### config.mk
export PLATFORM = sky130hd
export DESIGN_NAME = div_stream_ctrl_flat
export DESIGN_NICKNAME = d
export VERILOG_FILES = /design/src/rtl/div_stream_ctrl_if.sv /design/src/rtl/div_stream_ctrl.sv /design/src/flat_wrapper.sv
export SDC_FILE = /design/constraint.sdc
export NUM_CORES = 1
export LEC_CHECK = 0
export CORE_MARGIN = 1
export CORE_UTILIZATION = 55
export CTS_BUF_LIST = sky130_fd_sc_hd__clkbuf_2 sky130_fd_sc_hd__clkbuf_4 sky130_fd_sc_hd__clkbuf_8
export CTS_CLUSTER_DIAMETER = 50
export CTS_CLUSTER_SIZE = 14
export DETAILED_ROUTE_END_ITERATION = 7
export PLACE_DENSITY_LB_ADDON = 0.3
export SYNTH_ARGS = -nofsm -noshare
export SYNTH_HDL_FRONTEND = slang
export SYNTH_SLANG_ARGS = --single-unit
### constraint.sdc
create_clock -name clk -period 3.9 [get_ports clk]
set_input_delay 0.78 -clock clk [delete_from_list [all_inputs] [get_ports clk]]
set_output_delay 0.78 -clock clk [all_outputs]
set_load 0.01 [all_outputs]
### src/rtl/div_stream_ctrl_if.sv
// Stream and divider-side signals of div_stream_ctrl.
// slave is the controller view, master the environment view.
interface div_stream_ctrl_if #(
  parameter int DATA_W = 32
);
  logic              in_valid;
  logic              in_ready;
  logic              in_signed;
  logic [DATA_W-1:0] in_dividend;
  logic [DATA_W-1:0] in_divisor;
  logic [DATA_W-1:0] div_dividend_o;
  logic [DATA_W-1:0] div_divisor_o;
  logic [DATA_W-1:0] div_quotient_i;
  logic [DATA_W-1:0] div_remainder_i;
  logic              out_valid;
  logic              out_ready;
  logic [DATA_W-1:0] out_quotient;
  logic [DATA_W-1:0] out_remainder;
  logic              out_div_by_zero;

  modport slave (
    input  in_valid, in_signed, in_dividend, in_divisor,
    input  div_quotient_i, div_remainder_i, out_ready,
    output in_ready, div_dividend_o, div_divisor_o,
    output out_valid, out_quotient, out_remainder,
    output out_div_by_zero
  );

  modport master (
    output in_valid, in_signed, in_dividend, in_divisor,
    output div_quotient_i, div_remainder_i, out_ready,
    input  in_ready, div_dividend_o, div_divisor_o,
    input  out_valid, out_quotient, out_remainder,
    input  out_div_by_zero
  );
endinterface

### src/rtl/div_stream_ctrl.sv
// Stream shell around a fixed-latency unsigned divider:
// sign handling, metadata delay line, credit-guarded result FIFO.
module div_stream_ctrl #(
  parameter int DATA_W     = 32,
  parameter int LATENCY    = 4,
  parameter int FIFO_DEPTH = 8
) (
  input logic clk,
  input logic rst,
  div_stream_ctrl_if.slave bus
);
  localparam int AW = $clog2(FIFO_DEPTH);
  localparam int PW = AW + 1;

  typedef struct packed {
    logic              valid;
    logic              neg_q;
    logic              neg_r;
    logic              dbz;
    logic [DATA_W-1:0] raw;
  } meta_t;

  logic              accept;
  logic              pop;
  logic [PW-1:0]     occ;

  logic              dvd_neg;
  logic              dvs_neg;
  logic [DATA_W-1:0] dvd_mag;
  logic [DATA_W-1:0] dvs_mag;

  meta_t             a_meta;
  logic [DATA_W-1:0] a_dvd;
  logic [DATA_W-1:0] a_dvs;
  meta_t             tail;

  logic [DATA_W-1:0] c_q;
  logic [DATA_W-1:0] c_r;
  logic              c_z;

  logic [DATA_W-1:0] mem_q [FIFO_DEPTH];
  logic [DATA_W-1:0] mem_r [FIFO_DEPTH];
  logic              mem_z [FIFO_DEPTH];
  logic [PW-1:0]     wptr;
  logic [PW-1:0]     rptr;
  logic              wr;
  logic              full;
  logic              empty;

  assign accept = bus.in_valid & bus.in_ready;
  assign pop    = bus.out_valid & bus.out_ready;

  // Credit gate: only occ decides readiness.
  assign bus.in_ready = occ < PW'(FIFO_DEPTH);

  assign dvd_neg = bus.in_signed & bus.in_dividend[DATA_W-1];
  assign dvs_neg = bus.in_signed & bus.in_divisor[DATA_W-1];
  assign dvd_mag = dvd_neg ? -bus.in_dividend : bus.in_dividend;
  assign dvs_mag = dvs_neg ? -bus.in_divisor : bus.in_divisor;

  // Credit counter: in-flight ops plus queued results.
  always_ff @(posedge clk) begin
    if (rst) begin
      occ <= '0;
    end else begin
      unique case (1'b1)
        accept & ~pop: occ <= occ + PW'(1);
        pop & ~accept: occ <= occ - PW'(1);
        default:       occ <= occ;
      endcase
    end
  end

  // Stage A: magnitudes to the divider plus op metadata.
  always_ff @(posedge clk) begin
    if (rst) begin
      a_meta <= '0;
      a_dvd  <= '0;
      a_dvs  <= '0;
    end else begin
      a_meta.valid <= accept;
      if (accept) begin
        a_dvd        <= dvd_mag;
        a_dvs        <= dvs_mag;
        a_meta.neg_q <= dvd_neg ^ dvs_neg;
        a_meta.neg_r <= dvd_neg;
        a_meta.dbz   <= bus.in_divisor == '0;
        a_meta.raw   <= bus.in_dividend;
      end
    end
  end

  assign bus.div_dividend_o = a_dvd;
  assign bus.div_divisor_o  = a_dvs;

  generate
    if (LATENCY == 0) begin : g_nodly
      assign tail = a_meta;
    end else begin : g_dly
      meta_t dl [LATENCY];

      // Metadata shift line matched to the divider pipeline.
      always_ff @(posedge clk) begin
        if (rst) begin
          for (int i = 0; i < LATENCY; i++) dl[i] <= '0;
        end else begin
          dl[0] <= a_meta;
          for (int i = 1; i < LATENCY; i++) dl[i] <= dl[i-1];
        end
      end

      assign tail = dl[LATENCY-1];
    end
  endgenerate

  // Sign correction and divide-by-zero substitution.
  always_comb begin
    c_q = tail.neg_q ? -bus.div_quotient_i : bus.div_quotient_i;
    c_r = tail.neg_r ? -bus.div_remainder_i : bus.div_remainder_i;
    c_z = tail.dbz;
    if (tail.dbz) begin
      c_q = '1;
      c_r = tail.raw;
    end
  end

  assign wr    = tail.valid;
  assign empty = wptr == rptr;
  assign full  = (wptr[AW] != rptr[AW]) &&
                 (wptr[AW-1:0] == rptr[AW-1:0]);

  // Result FIFO storage and pointers.
  always_ff @(posedge clk) begin
    if (rst) begin
      wptr <= '0;
      rptr <= '0;
      for (int i = 0; i < FIFO_DEPTH; i++) begin
        mem_q[i] <= '0;
        mem_r[i] <= '0;
        mem_z[i] <= 1'b0;
      end
    end else begin
      if (wr) begin
        mem_q[wptr[AW-1:0]] <= c_q;
        mem_r[wptr[AW-1:0]] <= c_r;
        mem_z[wptr[AW-1:0]] <= c_z;
        wptr <= wptr + PW'(1);
      end
      if (pop) rptr <= rptr + PW'(1);
    end
  end

  assign bus.out_valid       = ~empty;
  assign bus.out_quotient    = mem_q[rptr[AW-1:0]];
  assign bus.out_remainder   = mem_r[rptr[AW-1:0]];
  assign bus.out_div_by_zero = mem_z[rptr[AW-1:0]];

  a_no_overflow: assert property (
    @(posedge clk) disable iff (rst) !(wr && full && !pop)
  );
endmodule

### src/flat_wrapper.sv
// flat-port wrapper written by rule: the top's interface ports become plain ports
module div_stream_ctrl_flat 
#(
  parameter int DATA_W     = 32,
  parameter int LATENCY    = 4,
  parameter int FIFO_DEPTH = 8
)
  (clk, rst, bus_in_valid, bus_in_signed, bus_in_dividend, bus_in_divisor, bus_div_quotient_i, bus_div_remainder_i, bus_out_ready, bus_in_ready, bus_div_dividend_o, bus_div_divisor_o, bus_out_valid, bus_out_quotient, bus_out_remainder, bus_out_div_by_zero);
  div_stream_ctrl_if #(.DATA_W(DATA_W)) bus_i ();
  input logic clk;
  input logic rst;
  input wire logic [$bits(bus_i.in_valid)-1:0] bus_in_valid;
  input wire logic [$bits(bus_i.in_signed)-1:0] bus_in_signed;
  input wire logic [$bits(bus_i.in_dividend)-1:0] bus_in_dividend;
  input wire logic [$bits(bus_i.in_divisor)-1:0] bus_in_divisor;
  input wire logic [$bits(bus_i.div_quotient_i)-1:0] bus_div_quotient_i;
  input wire logic [$bits(bus_i.div_remainder_i)-1:0] bus_div_remainder_i;
  input wire logic [$bits(bus_i.out_ready)-1:0] bus_out_ready;
  output wire logic [$bits(bus_i.in_ready)-1:0] bus_in_ready;
  output wire logic [$bits(bus_i.div_dividend_o)-1:0] bus_div_dividend_o;
  output wire logic [$bits(bus_i.div_divisor_o)-1:0] bus_div_divisor_o;
  output wire logic [$bits(bus_i.out_valid)-1:0] bus_out_valid;
  output wire logic [$bits(bus_i.out_quotient)-1:0] bus_out_quotient;
  output wire logic [$bits(bus_i.out_remainder)-1:0] bus_out_remainder;
  output wire logic [$bits(bus_i.out_div_by_zero)-1:0] bus_out_div_by_zero;
  assign bus_i.in_valid = bus_in_valid;
  assign bus_i.in_signed = bus_in_signed;
  assign bus_i.in_dividend = bus_in_dividend;
  assign bus_i.in_divisor = bus_in_divisor;
  assign bus_i.div_quotient_i = bus_div_quotient_i;
  assign bus_i.div_remainder_i = bus_div_remainder_i;
  assign bus_i.out_ready = bus_out_ready;
  assign bus_in_ready = bus_i.in_ready;
  assign bus_div_dividend_o = bus_i.div_dividend_o;
  assign bus_div_divisor_o = bus_i.div_divisor_o;
  assign bus_out_valid = bus_i.out_valid;
  assign bus_out_quotient = bus_i.out_quotient;
  assign bus_out_remainder = bus_i.out_remainder;
  assign bus_out_div_by_zero = bus_i.out_div_by_zero;
  div_stream_ctrl #(.DATA_W(DATA_W), .LATENCY(LATENCY), .FIFO_DEPTH(FIFO_DEPTH)) u_core (.clk(clk), .rst(rst), .bus(bus_i));
endmodule
## After elaboration in Yosys (flattened, before gate mapping)

Memory sizes are Yosys's and may differ from the RTL's. A register that Yosys moved wholly into a read port is not among the register bits.
Index checks and enable logic that the tools add are counted.

- Mux-type cells: 32
- Bitwise gates (word level): 14
- Reduce and logical (&&, ||, !) cells: 5
- $lt $le $gt $ge: 1
- Add/sub/neg operators: 8
- Eq/ne operators: 1

Operators with widths:

| kind | count |
|---|---|
| $mux 32 | 8 |
| $mux 36 | 4 |
| $neg 32->32 | 4 |
| $reduce_or 32->1 | 2 |
| $logic_not 32->1 | 1 |
| $mux 3 | 9 |
| $add 4x1->4 const B | 3 |
| $mux 1 | 10 |
| $pmux 4 s2 | 1 |
| $and 1x1->1 | 6 |
| $eq 4x4->1 | 1 |
| $lt 4x4->1 const B | 1 |
| $or 1x1->1 | 4 |
| $sub 4x1->4 const B | 1 |
| $not 1->1 | 3 |
| $reduce_bool 2->1 | 1 |
| $reduce_or 1->1 | 1 |
| $xor 1x1->1 | 1 |

- Input bits: 133
- Memory bits (writable): 664
- Word-level logic and storage cells: 75
- Memories: 4
- Output and inout bits: 131
- Register bits after elaboration: 112

Memory list:

| memory | depth | width | read ports | clocked after Yosys merged registers in | wr ports | RTL line | source |
|---|---|---|---|---|---|---|---|
| u_core.mem_q | 8 | 32 | 1 | 1 | 8 | div_stream_ctrl.sv:41 | `logic [DATA_W-1:0] mem_q [FIFO_DEPTH];` |
| u_core.mem_r | 8 | 32 | 1 | 1 | 8 | div_stream_ctrl.sv:42 | `logic [DATA_W-1:0] mem_r [FIFO_DEPTH];` |
| u_core.g_dly.dl | 4 | 36 | 4 | 0 | 4 | div_stream_ctrl.sv:100 | `meta_t dl [LATENCY];` |
| u_core.mem_z | 8 | 1 | 1 | 1 | 8 | div_stream_ctrl.sv:43 | `logic mem_z [FIFO_DEPTH];` |

## Longest topological paths before layout

- Depth in word-level cells: 6
- Gate-level depth with buffers: 11
- Depth with buffers taken out: 9

## Worst setup path before layout

Ideal clock, no wire load.

- Kind: input port to flip-flop
- Start point: input port rst
- End point: memory u_core.mem_q[4][0], enable pin
- Setup time: 434 ps
- Buffers on the path: 3
- Required time: 3466 ps
- Stages: 6
- Arrival: 3333 ps
- Slack: 133 ps
- Cells stage by stage: clkbuf_1 -> nand2b_1 -> or3_1 -> clkbuf_1 -> clkbuf_1 -> nand2b_1

RTL lines:

| what | RTL line | source |
|---|---|---|
| start: declaration | flat_wrapper.sv:11 | `input logic rst;` |
| end: declaration | div_stream_ctrl.sv:41 |  |

==> metrics.yaml <==
status:
  status: "complete, no violations"
timing:
  period_needed_ps: 3750
  fin_crit_sh_pct: 96.2
  fin_tns_setup_ps: 0
  worst_pin_slew_ps: 1290
  max_freq_mhz: 267
  hold_viol: 0
  slew_viol_final: 0
  max-slew-margin-rel_pct: 13.6
  setup_violations: 0
  fin_skew_ps: 33.3
  fin_ws_ps: 148
  rsz0062_at_grt: "false"
  hold_ws_ps: 433
pwr:
  ir_drop_mv: 0.292
  seqPwrFrac_pct: 57.1
  powerDensity_nw_per_um2: 407
  p_sw_share_pct: 23.1
  p_comb_share_pct: 8.4
  leakagePower_nw: 13.9
  p_int_mw: 12.4
  p_sw_mw: 3.70
  p_clk_share_pct: 34.5
floorplan:
  fp-row-count: 90
  start_util_pct: 55.8
  fp.coreArea_um2: 60600
  ios: 264
  die_w_um: 250
  die_y_um: 250
  die-area_um2: 62500
synthesis:
  ys_ff_latch: 778
  ys_types: 75
  syn-cell-area_um2: 33800
  synthArstFlopShare_pct: 0
  synth_nets: 2851
  synth_edf_count: 520
  yosysWarnings: 0
  synthFlopType: "edfxtp_1"
  syn_area_per_cell_um2: 12.5
  syn_inst: 2709
  ys_seq_area_share_pct: 61.4
place:
  placed_area_um2: 37800
  hpwl_um: 52800
  preCtsSetupSlack_ps: 154
  globalplace.congestion: 0.913
  portBuffers: 263
cells_and_area:
  final_nets: 3098
  final_cell_mix: "edfxtp_1, nor2_1, clkdlybuf4s50_1"
  fin_area_um2: 39500
  layout-drive-gt1-share_pct: 16.3
  layout_commonest_cell: "edfxtp_1"
  syn_to_final_growth_pct: 16.7
  nFillCells: 4373
worst_setup_path:
  cp_data_arrival_time_ps: 2970
  required_ps: 3120
  crit_type: "register to output pin"
  crit_path_start_kind: "register"
  cp_max_fo: 25
  endpoint_kind: "output pin"
  max_stage_delay_ps: 610
  cp_cell_sequence: "buf_12, mux4_2, mux2_2, clkdlybuf4s50_1"
  cp_slowest_cell: "dfxtp_4"
detailed_routing:
  dr.pass1.iters: 6
  wire_per_inst_um: 23.0
  viasPerCell: 6.12
  drt.antenna.violating_nets: 0
  routed_wl_um: 87200
  drt-initial-drc-count: 2126
  drcViolationCount: 0
  vias: 23200
grt:
  grt_usage_pct: 27.8
  grt_max_degree: 104
  grt-ovfl-total: 0
  grt_pass1_wl_um: 133000
  antenna_found_initial: 13
  first_global_vias: 23000
cts:
  htree_levels: 3
  cts_num_sinks: 778
  clk_latency_ps: 680
  clock_path_buffers: 3
  tritoncts: "done"
  ctsRootBufferMaster: "clkbuf_8"
  cts_resized: 0
  numCtsBuffers: 77
  clk_pin_slew_ps: 90
flow_run:
  max_cap_violations: 0
hold_path:
  min_path_type: "register to register"
final timing paths:
path | from | endpoint | slack (ps) | cells after the start
setup / recovery | register | bus_out_quotient[15] | 150 | 4
hold / removal | u_core.g_dly.dl[0][45]$_SDFF_PP0_ | u_core.g_dly.dl[0][81]$_SDFF_PP0_ | 430 | 1
setup reg to reg | u_core.wptr[1]$_SDFFE_PP0P_ | u_core.occ[2]$_SDFFE_PP0P_ | 1300 | 10
hold reg to reg | u_core.g_dly.dl[0][45]$_SDFF_PP0_ | u_core.g_dly.dl[0][81]$_SDFF_PP0_ | 430 | 1
what timing repair did:
action | 4_1_cts | 5_1_grt
hold buffers | 0 | 0
setup buffers | 1 | 0
endpoints found under the setup margin | 45 | 0
metrics by stage:
stage | utilization (%) | total power, mW | instances
2_1_floorplan | - | 10.0 | 2709
3_3_place_gp | 62.3 | 10.7 | 3658
3_5_place_dp | 62.3 | 10.7 | 3658
4_1_cts | 65.1 | 16.2 | 3792
5_1_grt | 65.1 | 16.6 | 3792
6_report | 65.1 | 16.1 | 3793
registers in the layout, summed over array words and instances (netlist names), named ones only:
name,count
u_core.wptr,4
u_core.mem_q,256
u_core.bus.div_dividend_o,32
u_core.mem_r,256
u_core.rptr,4
u_core.g_dly.dl,144
u_core.occ,4
u_core.bus.div_divisor_o,32
u_core.mem_z,8
u_core.a_meta,35
power by group through the flow:
stage	sequential, mW	clock (mW)	combinational, mW
2_1_floorplan	9.37	0	0.658
3_3_place_gp	9.34	0	1.32
3_5_place_dp	9.37	0	1.34
4_1_cts	9.18	5.65	1.35
5_1_grt	9.21	5.95	1.44
6_report	9.18	5.55	1.34
metal layers:
metal / global-route usage [%] / part of all wire [%] / up-vias
met5: 0 / 0.18 / -
met4: 10.8 / 3.4 / 24
met3: 5.54 / 9.7 / 230
met2: 47.1 / 49 / 1215
met1: 35.1 / 37 / 11300
li1: - / - / 10400
final cells by class:
type	instances	area [um^2]	share of cell area, %
sequential	778	20800	52.7
multi-input combinational	1710	12200	31.0
timing repair buffer	367	3680	9.34
clock buffer	102	1280	3.26
tap	782	978	2.48
clock inverter	31	399	1.01
inverter	22	82.6	0.209
antenna	1	2.50	0.00634
synth_stat cells (all sizes together) (25+ instances only):
| library cell | count | share of area [%] |
|---|---|---|
| o31ai | 25 | 0.57 |
| xnor2 | 62 | 1.6 |
| nor3 | 79 | 1.2 |
| nand3 | 35 | 0.52 |
| nor2b | 156 | 2.9 |
| buf | 43 | 0.50 |
| nor2 | 516 | 5.7 |
| nor4 | 29 | 0.61 |
| nand2 | 99 | 1.1 |
| a21oi | 114 | 1.7 |
| mux2 | 66 | 2.2 |
| o22a | 29 | 0.75 |
| a211oi | 36 | 0.86 |
| edfxtp | 520 | 46 |
| mux2i | 28 | 0.84 |
| mux4 | 130 | 8.7 |
| dfxtp | 258 | 15 |
| xor2 | 33 | 0.88 |
| clkbuf | 156 | 1.7 |
| o21ai | 44 | 0.65 |
critical path: cells and delay by family (launching register included):
kind	cells	cell delay, ps
muxes	2	870
buffers and inverters	2	780
DFF	1	610
logic make-up after synthesis:
family / share of synthesized area (%)
flip-flops: 61.4
XOR/XNOR: 2.48
AO/OA/AOI/OAI: 6.67
buffers and inverters: 2.48
adder cells (fa/ha/maj): 0.333
AND/OR/NAND/NOR: 14.9
multiplexers: 11.7
No activity file was read; power rests on OpenSTA's default activity.
